## src/rtl/melody_sequencer_if.sv

```systemverilog
// Song ROM bus: the sequencer (master) drives the address, the synchronous ROM (slave)
// returns the addressed word one clock later.
interface melody_sequencer_if;
    logic [6:0]  rom_addr;
    logic [12:0] rom_data;

    modport master (output rom_addr, input  rom_data);
    modport slave  (input  rom_addr, output rom_data);
endinterface

```

## src/rtl/melody_sequencer.sv

```systemverilog
// Melody sequencer: in auto mode it walks a song ROM and drives pitch/tone for each entry's
// duration, with optional silent gaps and looping; in manual mode the keys pass straight through.
// ROM word: [12:10] pitch, [9:3] one-hot tone, [2:0] duration-1 in ticks.
module melody_sequencer #(
    parameter int TICK_DIV = 250000,
    parameter int GAP_CYC  = 20000,
    parameter int LOOP     = 0
) (
    input  logic               clk,
    input  logic               rst,
    input  logic               auto_sw,
    input  logic               start,
    input  logic [6:0]         key,
    input  logic [2:0]         SW,
    melody_sequencer_if.master rom,
    output logic [2:0]         pitch,
    output logic [6:0]         tone,
    output logic               busy,
    output logic               song_done
);

    localparam int TW = (TICK_DIV > 1) ? $clog2(TICK_DIV) : 1;
    localparam int GW = (GAP_CYC > 1) ? $clog2(GAP_CYC) : 1;
    localparam logic [TW-1:0] TICK_LAST = TW'(TICK_DIV - 1);
    localparam logic [GW-1:0] GAP_LAST  = GW'((GAP_CYC > 0) ? GAP_CYC - 1 : 0);

    typedef enum logic [2:0] {
        S_IDLE, S_FETCH, S_LOAD, S_PLAY, S_PAUSE, S_GAP, S_DONE
    } state_t;

    state_t        state, state_n;
    logic [6:0]    addr_q, addr_n;
    logic [2:0]    pitch_n;
    logic [6:0]    tone_n;
    logic          done_n;
    logic [2:0]    cap_pitch, cap_pitch_n;
    logic [6:0]    cap_tone, cap_tone_n;
    logic [2:0]    cap_dur, cap_dur_n;
    logic [TW-1:0] tick_cnt, tick_n;
    logic [2:0]    dur_cnt, dur_n;
    logic [GW-1:0] gap_cnt, gap_n;
    logic          expired_q, expired_n;
    logic          note_over;

    logic          ld_rest;
    logic          ld_end;
    logic [2:0]    ld_pitch;
    logic [6:0]    ld_tone;
    logic          tick_last;
    logic          play_end;

    // A multi-hot tone is played as a rest; pitch 111 (or a dead last address) ends the song.
    assign ld_rest   = !$onehot0(rom.rom_data[9:3]);
    assign ld_pitch  = ld_rest ? 3'd0 : rom.rom_data[12:10];
    assign ld_tone   = ld_rest ? 7'd0 : rom.rom_data[9:3];
    assign ld_end    = (rom.rom_data[12:10] == 3'b111) ||
                       ((addr_q == 7'd127) && !$onehot(rom.rom_data[9:3]));
    assign tick_last = (tick_cnt == TICK_LAST);
    assign play_end  = tick_last && (dur_cnt == cap_dur);

    assign rom.rom_addr = addr_q;
    assign busy         = (state != S_IDLE) && (state != S_DONE);

    // State register.
    always_ff @(posedge clk or posedge rst) begin
        if (rst) state <= S_IDLE;
        else     state <= state_n;
    end

    // Next state plus next values of every datapath register; outputs follow the state being entered.
    always_comb begin
        state_n     = state;
        addr_n      = addr_q;
        pitch_n     = 3'd0;
        tone_n      = 7'd0;
        done_n      = 1'b0;
        cap_pitch_n = cap_pitch;
        cap_tone_n  = cap_tone;
        cap_dur_n   = cap_dur;
        tick_n      = tick_cnt;
        dur_n       = dur_cnt;
        gap_n       = gap_cnt;
        expired_n   = expired_q;
        note_over   = 1'b0;

        if (!auto_sw) begin
            state_n   = S_IDLE;
            pitch_n   = SW;
            tone_n    = key;
            tick_n    = '0;
            dur_n     = '0;
            gap_n     = '0;
            expired_n = 1'b0;
        end else if (start || (state == S_IDLE)) begin
            state_n   = S_FETCH;
            addr_n    = 7'd0;
            tick_n    = '0;
            dur_n     = '0;
            gap_n     = '0;
            expired_n = 1'b0;
        end else begin
            case (state)
                S_FETCH: state_n = S_LOAD;
                S_LOAD: begin
                    if (ld_end) begin
                        done_n = 1'b1;
                        if (LOOP != 0) begin
                            state_n = S_FETCH;
                            addr_n  = 7'd0;
                        end else begin
                            state_n = S_DONE;
                        end
                    end else begin
                        state_n     = S_PLAY;
                        cap_pitch_n = ld_pitch;
                        cap_tone_n  = ld_tone;
                        cap_dur_n   = rom.rom_data[2:0];
                        pitch_n     = ld_pitch;
                        tone_n      = ld_tone;
                        tick_n      = '0;
                        dur_n       = '0;
                        expired_n   = 1'b0;
                    end
                end
                S_PLAY: begin
                    if (tick_last) begin
                        tick_n = '0;
                        dur_n  = dur_cnt + 3'd1;
                    end else begin
                        tick_n = tick_cnt + TW'(1);
                    end
                    if (key != 7'd0) begin
                        state_n   = S_PAUSE;
                        expired_n = play_end;
                        pitch_n   = SW;
                        tone_n    = key;
                    end else if (play_end) begin
                        note_over = 1'b1;
                    end else begin
                        pitch_n = cap_pitch;
                        tone_n  = cap_tone;
                    end
                end
                S_PAUSE: begin
                    if (key != 7'd0) begin
                        pitch_n = SW;
                        tone_n  = key;
                    end else if (expired_q) begin
                        note_over = 1'b1;
                    end else begin
                        state_n = S_PLAY;
                        pitch_n = cap_pitch;
                        tone_n  = cap_tone;
                    end
                end
                S_GAP: begin
                    if (gap_cnt == GAP_LAST) begin
                        state_n = S_FETCH;
                        addr_n  = addr_q + 7'd1;
                    end else begin
                        gap_n = gap_cnt + GW'(1);
                    end
                end
                S_DONE:  state_n = S_DONE;
                default: state_n = S_IDLE;
            endcase

            if (note_over) begin
                expired_n = 1'b0;
                if (GAP_CYC > 0) begin
                    state_n = S_GAP;
                    gap_n   = '0;
                end else begin
                    state_n = S_FETCH;
                    addr_n  = addr_q + 7'd1;
                end
            end
        end
    end

    // Datapath registers: address, outputs, captured entry and counters.
    always_ff @(posedge clk or posedge rst) begin
        if (rst) begin
            addr_q    <= 7'd0;
            pitch     <= 3'd0;
            tone      <= 7'd0;
            song_done <= 1'b0;
            cap_pitch <= 3'd0;
            cap_tone  <= 7'd0;
            cap_dur   <= 3'd0;
            tick_cnt  <= '0;
            dur_cnt   <= 3'd0;
            gap_cnt   <= '0;
            expired_q <= 1'b0;
        end else begin
            addr_q    <= addr_n;
            pitch     <= pitch_n;
            tone      <= tone_n;
            song_done <= done_n;
            cap_pitch <= cap_pitch_n;
            cap_tone  <= cap_tone_n;
            cap_dur   <= cap_dur_n;
            tick_cnt  <= tick_n;
            dur_cnt   <= dur_n;
            gap_cnt   <= gap_n;
            expired_q <= expired_n;
        end
    end

endmodule

```

## src/flat_wrapper.sv

```systemverilog
// flat-port wrapper written by rule: the top's interface ports become plain ports
module melody_sequencer_flat 
#(
    parameter int TICK_DIV = 250000,
    parameter int GAP_CYC  = 20000,
    parameter int LOOP     = 0
)
  (clk, rst, auto_sw, start, key, SW, pitch, tone, busy, song_done, rom_rom_addr, rom_rom_data);
  melody_sequencer_if rom_i ();
  input  logic clk;
  input  logic rst;
  input  logic auto_sw;
  input  logic start;
  input  logic [6:0] key;
  input  logic [2:0] SW;
  output logic [2:0] pitch;
  output logic [6:0] tone;
  output logic busy;
  output logic song_done;
  output wire logic [$bits(rom_i.rom_addr)-1:0] rom_rom_addr;
  input wire logic [$bits(rom_i.rom_data)-1:0] rom_rom_data;
  assign rom_rom_addr = rom_i.rom_addr;
  assign rom_i.rom_data = rom_rom_data;
  melody_sequencer #(.TICK_DIV(TICK_DIV), .GAP_CYC(GAP_CYC), .LOOP(LOOP)) u_core (.clk(clk), .rst(rst), .auto_sw(auto_sw), .start(start), .key(key), .SW(SW), .rom(rom_i), .pitch(pitch), .tone(tone), .busy(busy), .song_done(song_done));
endmodule
```

## config.mk

```make
export PLATFORM = sky130hd
export DESIGN_NAME = melody_sequencer_flat
export DESIGN_NICKNAME = d
export VERILOG_FILES = /design/src/rtl/melody_sequencer_if.sv /design/src/rtl/melody_sequencer.sv /design/src/flat_wrapper.sv
export SDC_FILE = /design/constraint.sdc
export NUM_CORES = 1
export LEC_CHECK = 0
export CORE_MARGIN = 2
export CORE_UTILIZATION = 50
export CTS_CLUSTER_DIAMETER = 40
export DETAILED_ROUTE_END_ITERATION = 8
export GPL_TIMING_DRIVEN = 0
export MAX_ROUTING_LAYER = met4
export PLACE_DENSITY_LB_ADDON = 0.1
export SLEW_MARGIN = 25
export SYNTH_ARGS = -nofsm -noshare
export SYNTH_HDL_FRONTEND = slang
export SYNTH_SLANG_ARGS = --single-unit
```

## constraint.sdc

```tcl
create_clock -name clk -period 3.4 [get_ports clk]
set_input_delay 0.85 -clock clk [delete_from_list [all_inputs] [get_ports clk]]
set_output_delay 0.85 -clock clk [all_outputs]
set_load 0.01 [all_outputs]
```

Yosys cells after proc, flatten, opt, wreduce, memory -nomap -nowiden
Index checks and enable logic that the tools add are counted.
{ "classes": {"reduce_logical": 18, "n_addsub": 10, "mux": 62, "n_bitwise": 2, "n_eq_ne": 24, "n_lt_le_gt_ge": 1} }
{ "ops": {"columns": ["cell", "n"], "rows": [
  ["$mux W7", 11],
  ["$mux W15", 5],
  ["$mux W18", 4],
  ["$mux W3", 20],
  ["$pmux W18 S2", 1],
  ["$pmux W7 S3", 1],
  ["$add A18 B1 Y18 const B", 1],
  ["$eq A18 B18 Y1 const B", 1],
  ["$pmux W3 S6", 1],
  ["$add A15 B1 Y15 const B", 1],
  ["$eq A15 B15 Y1 const B", 1],
  ["$mux W1", 15],
  ["$eq A3 B3 Y1 const B", 4],
  ["$ne A5 B2 Y1 const B", 2],
  ["$ne A5 B5 Y1 const B", 2],
  ["$pmux W3 S3", 1],
  ["$reduce_and A3 Y1", 3],
  ["$ne A4 B1 Y1 const B", 2],
  ["$reduce_and A4 Y1", 2],
  ["$add A7 B1 Y7 const B", 1],
  ["$eq A7 B7 Y1 const B", 1],
  ["$reduce_bool A7 Y1", 1],
  ["$add A1 B1 Y2", 3],
  ["$add A3 B3 Y3", 2],
  ["other kinds (22)", 31]
]} }
{ "word_totals": {"word_cells": 129, "out_inout_bits": 19, "reg_bits": 71} }

Logic depth before layout (Yosys ltp)
Gate-level depths: netlist (run 1).
{ "depth": {"ltp_word": 12, "depth_mapped": 14, "depth_no_buf": 12} }

Worst setup path after synthesis (run 1)
OpenSTA, ideal clock, no wires.
{ "synth_path": {"path_kind": "input to register", "start": "in rom_rom_data[5]", "end": "reg u_core.pitch[0]", "cell_stages": 14, "arrival_time_ns": 3.875, "setup_slack_ns": -0.542, "setup_ns": 0.067, "n_path_buf": 2, "path_cell_list": "ha_1 inv_1 fa_1 fa_1 inv_1 fa_1 nor2_1 a211oi_1 or2_2 or2_1 clkbuf_1 nor2_1 buf_2 a221o_1"} }
{ "synth_between": {"elab_chain_len": 11, "word_cells_on_any_way": 13} }
{ "synth_rtl": {"columns": ["element", "line_no", "text"], "rows": [
  ["start, declared", "flat_wrapper.sv:21", "input wire logic [$bits(rom_i.rom_data)-1:0] rom_rom_data;"],
  ["$add A1 B1 Y2 (not written as such) (*)", "melody_sequencer.sv:53, melody_sequencer.sv:57", null],
  ["$add A3 B3 Y3 (not written as such) (*) (2 in a row)", "melody_sequencer.sv:53, melody_sequencer.sv:57", null],
  ["branches (longest 4 deep; another with $le A3 B1 Y1)", null, null],
  ["$mux W3 (*)", "melody_sequencer.sv:105", "if (ld_end) begin"],
  ["$pmux W3 S3 (*)", "melody_sequencer.sv:102", "case (state)"],
  ["$mux W3 (*)", "melody_sequencer.sv:94", "end else if (start || (state == S_IDLE)) begin"],
  ["$mux W3 (*)", "melody_sequencer.sv:86", "if (!auto_sw) begin"],
  ["named net u_core.pitch_n[0]", "melody_sequencer.sv:33", "logic [2:0] pitch_n;"],
  ["end signal, assigned", "melody_sequencer.sv:197", "pitch <= pitch_n;"],
  ["end, declared", "melody_sequencer.sv:16", "output logic [2:0] pitch,"]
]} }
Mark *: on every way through the listed nets, which the timed path passes.
A chain may end at the register's enable or synchronous reset.

Worst setup path in the final report (run 1)
Same ends and word-level chain as after synthesis.

==> results of run 1 <==
cell usage in the layout (no fill, tap or decap), types with 5 or more instances in the layout:
cell type / count
dfrtp_1: 71
nor2_1: 47
nand2_1: 44
clkdlybuf4s50_1: 40
nand3_1: 23
xor2_1: 16
o21ai_2: 14
o21ai_1: 14
and2_1: 13
a21oi_1: 12
nand4_1: 10
buf_4: 10
xnor2_1: 10
clkbuf_8: 10
a221o_1: 9
o21ai_0: 8
nor3_1: 8
and3_1: 7
buf_8: 7
buf_6: 6
a22o_1: 6
and4_1: 5
nor2b_1: 5
nor4_1: 5
ha_1: 5
stage by stage:
stage | setup WS (ns) | hold slack (ns) | cells
after floorplan | -0.3132 | 0.4398 | 422
after CTS | -0.1920 | 0.4857 | 593
final | -0.1837 | 0.4833 | 601
after detailed placement | -1.040 | 0.4666 | 570
after global placement | -1.033 | 0.4590 | 569
after global routing | -0.2606 | 0.5079 | 601
state kept, by name, summed over array words and instances (netlist names):
name / flops
u_core.tick_cnt: 18
u_core.gap_cnt: 15
u_core.cap_tone: 7
u_core.rom.rom_addr: 7
u_core.tone: 7
u_core.cap_dur: 3
u_core.cap_pitch: 3
u_core.dur_cnt: 3
u_core.pitch: 3
u_core.state: 3
u_core.expired_q: 1
u_core.song_done: 1
synthesized netlist by cell type (2+ instances only):
library cell  count  area, um2
nand3_1          23      115.1
buf_2             5      25.02
nor2b_1           5      31.28
and4_1            5      43.79
inv_1             9      33.78
and3_1            7      43.79
nand2b_1          5      31.28
nor3_1            9      45.04
a21o_1            3      22.52
nor3_2            2      20.02
ha_1              7      87.58
clkbuf_1          7      26.28
nand2_1          51      191.4
and2_1           13      81.33
a21oi_1          13      65.06
fa_1              3      60.06
dfrtp_1          71       1777
o21ai_1           3      15.01
xnor2_1          11      96.34
a22o_1            6      52.55
nor4_1            5      31.28
o21ai_0          34      170.2
nand3b_1          2      15.01
a211oi_1          2      15.01
or2_1             3      18.77
nand4_1          10      62.56
o31ai_1           6      45.04
a221o_1           9      90.09
a31oi_1           2      12.51
nor2_1           51      191.4
xor2_1           16      140.1
area by class of cell:
| class | instances | area [um2] | share of cell area (%) |
|---|---|---|---|
| Multi-Input combinational cell | 327 | 2221 | 43.09 |
| Sequential cell | 71 | 1777 | 34.47 |
| Timing Repair Buffer | 61 | 646.9 | 12.55 |
| Clock buffer | 10 | 127.6 | 2.476 |
| Tap cell | 102 | 127.6 | 2.476 |
| Buffer | 15 | 125.1 | 2.428 |
| Clock inverter | 6 | 92.59 | 1.797 |
| Inverter | 9 | 36.28 | 0.7041 |
what timing repair did:
action	CTS	global route
cloned	2	1
setup buffers	5	7
endpoints found under the setup margin	48	46
pin swaps	13	28
gates resized for setup	37	69
power by group through the flow:
stage / clock network [mW] / logic (mW) / registers [mW]
2_1_floorplan: 0 / 0.153 / 0.918
3_3_place_gp: 0 / 0.244 / 0.918
3_5_place_dp: 0 / 0.250 / 0.919
4_1_cts: 0.785 / 0.262 / 0.903
5_1_grt: 0.823 / 0.322 / 0.908
6_report: 0.767 / 0.297 / 0.904
worst max-delay path: stages:
cell and delay (ns):
buf_8 0.10, ha_4 0.25, inv_2 0.03, fa_1 0.50, fa_2 0.37, inv_2 0.06
fa_2 0.45, nor2_2 0.13, a211oi_2 0.08, or2_4 0.24, or2_1 0.23, buf_8 0.14
nor2_4 0.12, buf_6 0.13, a221o_1 0.17
worst min path at each step:
stage                                      end  cells after the start                       startpoint
6_report       u_core.cap_pitch[2]$_DFFE_PP0P_                      2  u_core.cap_pitch[2]$_DFFE_PP0P_
5_1_grt        u_core.tick_cnt[17]$_DFFE_PP0P_                      1  u_core.tick_cnt[17]$_DFFE_PP0P_
4_1_cts        u_core.cap_pitch[2]$_DFFE_PP0P_                      2  u_core.cap_pitch[2]$_DFFE_PP0P_
3_5_place_dp   u_core.cap_pitch[2]$_DFFE_PP0P_                      2  u_core.cap_pitch[2]$_DFFE_PP0P_
3_3_place_gp   u_core.cap_pitch[2]$_DFFE_PP0P_                      2  u_core.cap_pitch[2]$_DFFE_PP0P_
2_1_floorplan  u_core.cap_pitch[2]$_DFFE_PP0P_                      2  u_core.cap_pitch[2]$_DFFE_PP0P_
per-layer routing:
| layer | GRT usage, % | share of wire [%] | up-vias |
|---|---|---|---|
| li1 | - | - | 1645 |
| met1 | 29.76 | 44 | 1637 |
| met2 | 39.89 | 52 | 55 |
| met3 | 4.684 | 2.9 | 8 |
| met4 | 6.219 | 0.95 | 0 |
| met5 | - | 0 | - |
cell families (layout without fill, tap and decap cells):
kind of cell / after synthesis / count (layout) / share of synthesized area [%]
AND/OR/NAND/NOR: 198 / 198 / 25.31
AO/OA/AOI/OAI: 91 / 91 / 15.77
flip-flops: 71 / 71 / 45.90
XOR/XNOR: 27 / 27 / 6.108
buffers and inverters: 24 / 101 / 2.812
adder cells (fa/ha/maj): 10 / 10 / 3.814
multiplexers: 1 / 1 / 0.2909
==> results.sh, run 1 <==
export IMPL_ys_flop_type="dfrtp_1"
export IMPL_clk_pin_slew_ns=0.08
export IMPL_min_period_ns=3.584
export IMPL_die_w_um=91.99
export IMPL_hp_class="reg -> reg"
export IMPL_vias_per_cell=5.566
export IMPL_fillers=618
export IMPL_max_freq_ghz=0.2790
export IMPL_combPwrFrac_pct=15.1
export IMPL_grt_pass1_vias=3224
export IMPL_post_route_util_pct=67.75
export IMPL_start_util_pct=50.89
export IMPL_end_kind="flop"
export IMPL_clock_latency_ns=0.35
export IMPL_leakage_nw=2.236
export IMPL_critPathCapture="u_core.pitch[0]$_DFF_PP0_"
export IMPL_tns_ns=-3.239
export IMPL_fp_row_count=32
export IMPL_p_sw_mw=0.5227
export IMPL_remaining_drc_errors=0
export IMPL_drt_wirelength_per_cell_um=15.91
export IMPL_synth_net_count=459
export IMPL_switching_share_pct=26.56
export IMPL_ir_drop_mv=0.1891
export IMPL_layout_drive_gt1_share_pct=20.44
export IMPL_hold_violations=0
export IMPL_antenna_found_initial=0
export IMPL_syn_area_per_cell_um2=9.173
export IMPL_max_slew_margin_pct=41.36
export IMPL_cts_hold_buf=0
export IMPL_cap_violations=0
export IMPL_fin_crit_sh_pct=105.4
export IMPL_rsz0062_at_grt="yes"
export IMPL_globalplace_congestion=0.8984
export IMPL_cp_arrival_ns=3.86
export IMPL_clock_sinks=71
export IMPL_cp_startpoint="rom_rom_data[5]"
export IMPL_setup_ws_ns=-0.1837
export IMPL_status="finished with violations"
export IMPL_maxSlewViolCount=0
export IMPL_fin_skew_ns=0.008452
export IMPL_path_class="in -> reg"
export IMPL_pwr_share_clk_pct=39.0
export IMPL_crit_required_ns=3.68
export IMPL_track_usage_pct=23.79
export IMPL_h_tree_depth=3
export IMPL_die_h_um=91.99
export IMPL_drt_pass1_iterations=4
export IMPL_crit_fanout=5
export IMPL_diodes=0
export IMPL_r2r_start="u_core.tick_cnt[5]$_DFFE_PP0P_"
export IMPL_syn_instance_count=422
export IMPL_drtAntennaViolNets=0
export IMPL_synth_cell_types=55
export IMPL_wl_mm=9.564
export IMPL_timing_rr_end="u_core.tick_cnt[10]$_DFFE_PP0P_"
export IMPL_p_int_mw=1.445
export IMPL_areaGrowthSynthToFinish_pct=33.13
export IMPL_synth_seq_area_share_pct=45.90
export IMPL_grt_start_max_net_pins=43
export IMPL_io_buffer_count=45
export IMPL_die_area_um2=8462
export IMPL_worstSetupStartpointType="input port"
export IMPL_root_buffer="clkbuf_8"
export IMPL_reg2reg_depth=7
export IMPL_p_seq_share_pct=45.9
export IMPL_dp_hpwl_mm=6.505
export IMPL_setup_viol=38
export IMPL_synthArstFlopShare_pct=100.0
export IMPL_dr_first_iter_drc_count=208
export IMPL_ys_warn_count=0
export IMPL_synth_area_um2=3871
export IMPL_ioPinCount=46
export IMPL_synth_seq_cells=71
export IMPL_fin_area_um2=5154
export IMPL_num_vias=3345
export IMPL_tightest_slew_ns=0.8716
export IMPL_cts_tree="done"
export IMPL_nNetsFinal=531
export IMPL_gr_total_overflow=0
export IMPL_synth_edf_count=0
export IMPL_rrSetupSlack_ns=0.72
export IMPL_grt_pass1_wl_mm=15.51
export IMPL_p_per_area_nw_per_um2=381.8
export IMPL_violations="setup timing"
export IMPL_placement_cell_area_um2=4571
export IMPL_clock_path_buffers=2
export IMPL_power_mw=1.968
export IMPL_cts_buffers=9
export IMPL_core_um2=7607
Note: power is estimated with default switching activity, not from simulation.
==> run 2: changes to the inputs <==
SLEW_MARGIN = 20   (was 25)
==> results of run 2 <==
Final layout, timing and power as in run 1 (identical DEF).
==> run 3: changes to the inputs <==
ABC_AREA = 1   (was default)
==> run 3 against run 2 <==
The flow now finishes without violations. Combinational power down 3%. Hold slack better by 0.0071 ns. Cell count increased by 36%. Wire length increased by 16%.
==> results.sh, run 3 <==
export IMPL_synth_area_um2=4468
export IMPL_power_mw=1.849
export IMPL_gr_total_overflow=0
export IMPL_status="completed"
export IMPL_grt_pass1_wl_mm=19.31
export IMPL_synth_edf_count=0
export IMPL_drt_wirelength_per_cell_um=13.60
export IMPL_clock_latency_ns=0.35
export IMPL_synth_seq_area_share_pct=39.76
export IMPL_die_h_um=98.53
export IMPL_io_buffer_count=44
export IMPL_layout_drive_gt1_share_pct=12.02
export IMPL_areaGrowthSynthToFinish_pct=21.31
export IMPL_tightest_slew_ns=0.6158
export IMPL_post_route_util_pct=62.46
export IMPL_worstSetupStartpointType="input port"
export IMPL_ys_warn_count=0
export IMPL_fin_skew_ns=0.01045
export IMPL_crit_fanout=8
export IMPL_yosysMostFrequentCell="nand2_1"
export IMPL_regArea_um2=1777
export IMPL_combPwrFrac_pct=15.6
export IMPL_wl_mm=11.08
export IMPL_cp_arrival_ns=3.61
export IMPL_fillers=825
export IMPL_crit_required_ns=3.67
export IMPL_synth_net_count=674
export IMPL_remaining_drc_errors=0
export IMPL_path_class="in -> reg"
export IMPL_ys_top_cells_by_count="nand2_1, inv_1, nor2_1, dfrtp_1, nand3_1"
export IMPL_multi_input_area_um2=2379
export IMPL_synthTopCellsByArea="dfrtp_1, nand2_1, nand3_1, inv_1, nor2_1"
export IMPL_ys_flop_type="dfrtp_1"
export IMPL_rsz0062_at_grt="yes"
export IMPL_min_period_ns=3.333
export IMPL_num_vias=4323
export IMPL_p_seq_share_pct=48.3
export IMPL_yosysTopAreaCell="dfrtp_1"
export IMPL_dr_first_iter_drc_count=296
export IMPL_largest_register="u_core.tick_cnt"
export IMPL_final_common_cell="nand2_1"
export IMPL_clk_pin_slew_ns=0.07
export IMPL_cap_violations=0
export IMPL_drtAntennaViolNets=0
export IMPL_antenna_found_initial=0
export IMPL_end_kind="flop"
export IMPL_synth_seq_cells=71
export IMPL_clock_path_buffers=2
export IMPL_synth_top_cell_area_share_pct=39.76
export IMPL_grt_start_max_net_pins=57
export IMPL_reg_top3="u_core.tick_cnt: 18 flops, u_core.gap_cnt: 15 flops"
export IMPL_synthArstFlopShare_pct=100.0
export IMPL_dp_cells=790
export IMPL_p_sw_mw=0.5208
export IMPL_die_area_um2=9708
export IMPL_root_buffer="clkbuf_8"
export IMPL_vias_per_cell=5.304
export IMPL_switching_share_pct=28.16
export IMPL_hp_class="reg -> reg"
export IMPL_tns_ns=0
export IMPL_p_per_area_nw_per_um2=341.2
export IMPL_clock_sinks=71
export IMPL_grt_pass1_vias=4205
export IMPL_core_um2=8678
export IMPL_globalplace_congestion=0.9245
export IMPL_syn_instance_count=637
export IMPL_fin_crit_sh_pct=98.04
export IMPL_max_slew_margin_pct=58.67
export IMPL_track_usage_pct=24.94
export IMPL_largest_register_ffs=18
export IMPL_synth_cell_types=41
export IMPL_pwr_share_clk_pct=36.1
export IMPL_final_cell_mix="nand2_1, inv_1, nor2_1, dfrtp_1, nand3_1"
export IMPL_max_freq_ghz=0.3000
export IMPL_fp_row_count=34
export IMPL_start_util_pct=51.49
export IMPL_hold_violations=0
export IMPL_cts_buffers=9
export IMPL_diodes=0
export IMPL_drt_pass1_iterations=6
export IMPL_cts_tree="done"
export IMPL_dp_hpwl_mm=8.204
export IMPL_maxSlewViolCount=0
export IMPL_nNetsFinal=739
export IMPL_final_cells=815
export IMPL_h_tree_depth=3
export IMPL_ir_drop_mv=0.1863
export IMPL_setup_viol=0
export IMPL_die_w_um=98.53
export IMPL_cts_hold_buf=0
export IMPL_ioPinCount=46
export IMPL_p_int_mw=1.329
export IMPL_syn_area_per_cell_um2=7.014
export IMPL_leakage_nw=2.509
## run 3: worst paths after layout
check | slack (ns) | from | depth (start not counted) | end
min reg2reg | 0.49 | u_core.cap_tone[3]$_DFFE_PP0P_ | 2 | u_core.cap_tone[3]$_DFFE_PP0P_
min in group asynchronous | 0.78 | rst | 2 | u_core.tick_cnt[5]$_DFFE_PP0P_
max | 0.07 | rom_rom_data[8] | 16 | u_core.tone[5]$_DFF_PP0_
max in group asynchronous | 2.06 | rst | 3 | u_core.pitch[0]$_DFF_PP0_
min | 0.49 | u_core.cap_tone[3]$_DFFE_PP0P_ | 2 | u_core.cap_tone[3]$_DFFE_PP0P_
max reg2reg | 1.31 | u_core.tick_cnt[0]$_DFFE_PP0P_ | 12 | u_core.pitch[2]$_DFF_PP0_
## run 3: final cells by class
type	count	area share (%)
Clock inverter	6	1.131
Multi-Input combinational cell	463	43.88
Sequential cell	71	32.78
Tap cell	108	2.493
Inverter	91	6.440
Timing Repair Buffer	54	9.441
Clock buffer	10	2.355
Buffer	12	1.477
## run 3: per-layer routing
| layer | up-vias | GRT usage (%) | routed length (um) |
|---|---|---|---|
| met2 | 116 | 42.70 | 5556 |
| met3 | 24 | 3.901 | 470 |
| li1 | 2143 | - | - |
| met5 | - | - | 0 |
| met1 | 2040 | 30.65 | 4861 |
| met4 | 0 | 7.271 | 195 |
## run 3: worst max-delay path: stages
cell and delay, ns:
buf_2 0.12, ha_4 0.26, inv_2 0.03, fa_1 0.46, fa_2 0.35, inv_2 0.06
fa_2 0.43, nor2_2 0.13, nand2_2 0.10, nand2_4 0.10, nand3_4 0.11, inv_1 0.25
nand2_1 0.11, nand3_1 0.10, nand2_1 0.05, nand2_1 0.09
## run 3: cell families after synthesis
kind of cell | Yosys count | share of synthesized area [%]
buffers and inverters | 103 | 9.409
and+or+nand+nor | 386 | 38.00
xor gates and xnor gates | 14 | 2.744
DFF | 71 | 39.76
muxes | 1 | 0.2240
AOI/OAI and AO/OA | 52 | 6.553
adders and majority gates | 10 | 3.304
## run 3: timing repair
item / 4_1_cts / 5_1_grt
setup buffers: 6 / 2
gates resized for setup: 27 / 8
gates cloned: 1 / 0
endpoints found under the setup margin: 47 / 31
pin swaps: 11 / 5
## run 3: through the flow
| stage | hold slack (ns) | setup WS [ns] | cell area [um2] |
|---|---|---|---|
| final | 0.4904 | 0.06655 | 5420 |
| after global routing | 0.5064 | -0.01647 | 5420 |
| after CTS | 0.4897 | 0.04568 | 5373 |
| after detailed placement | 0.4724 | -0.9647 | 5116 |
| after global placement | 0.4575 | -0.9474 | 5086 |
| after floorplan | 0.4427 | -0.05339 | 4511 |
## run 3: power by group through the flow
stage          clock network, mW  registers (mW)  logic [mW]
6_report                   0.668           0.894       0.288
5_1_grt                    0.721           0.898       0.320
4_1_cts                    0.684           0.894       0.280
3_5_place_dp                   0           0.910       0.268
3_3_place_gp                   0           0.908       0.256
2_1_floorplan                  0           0.909       0.156
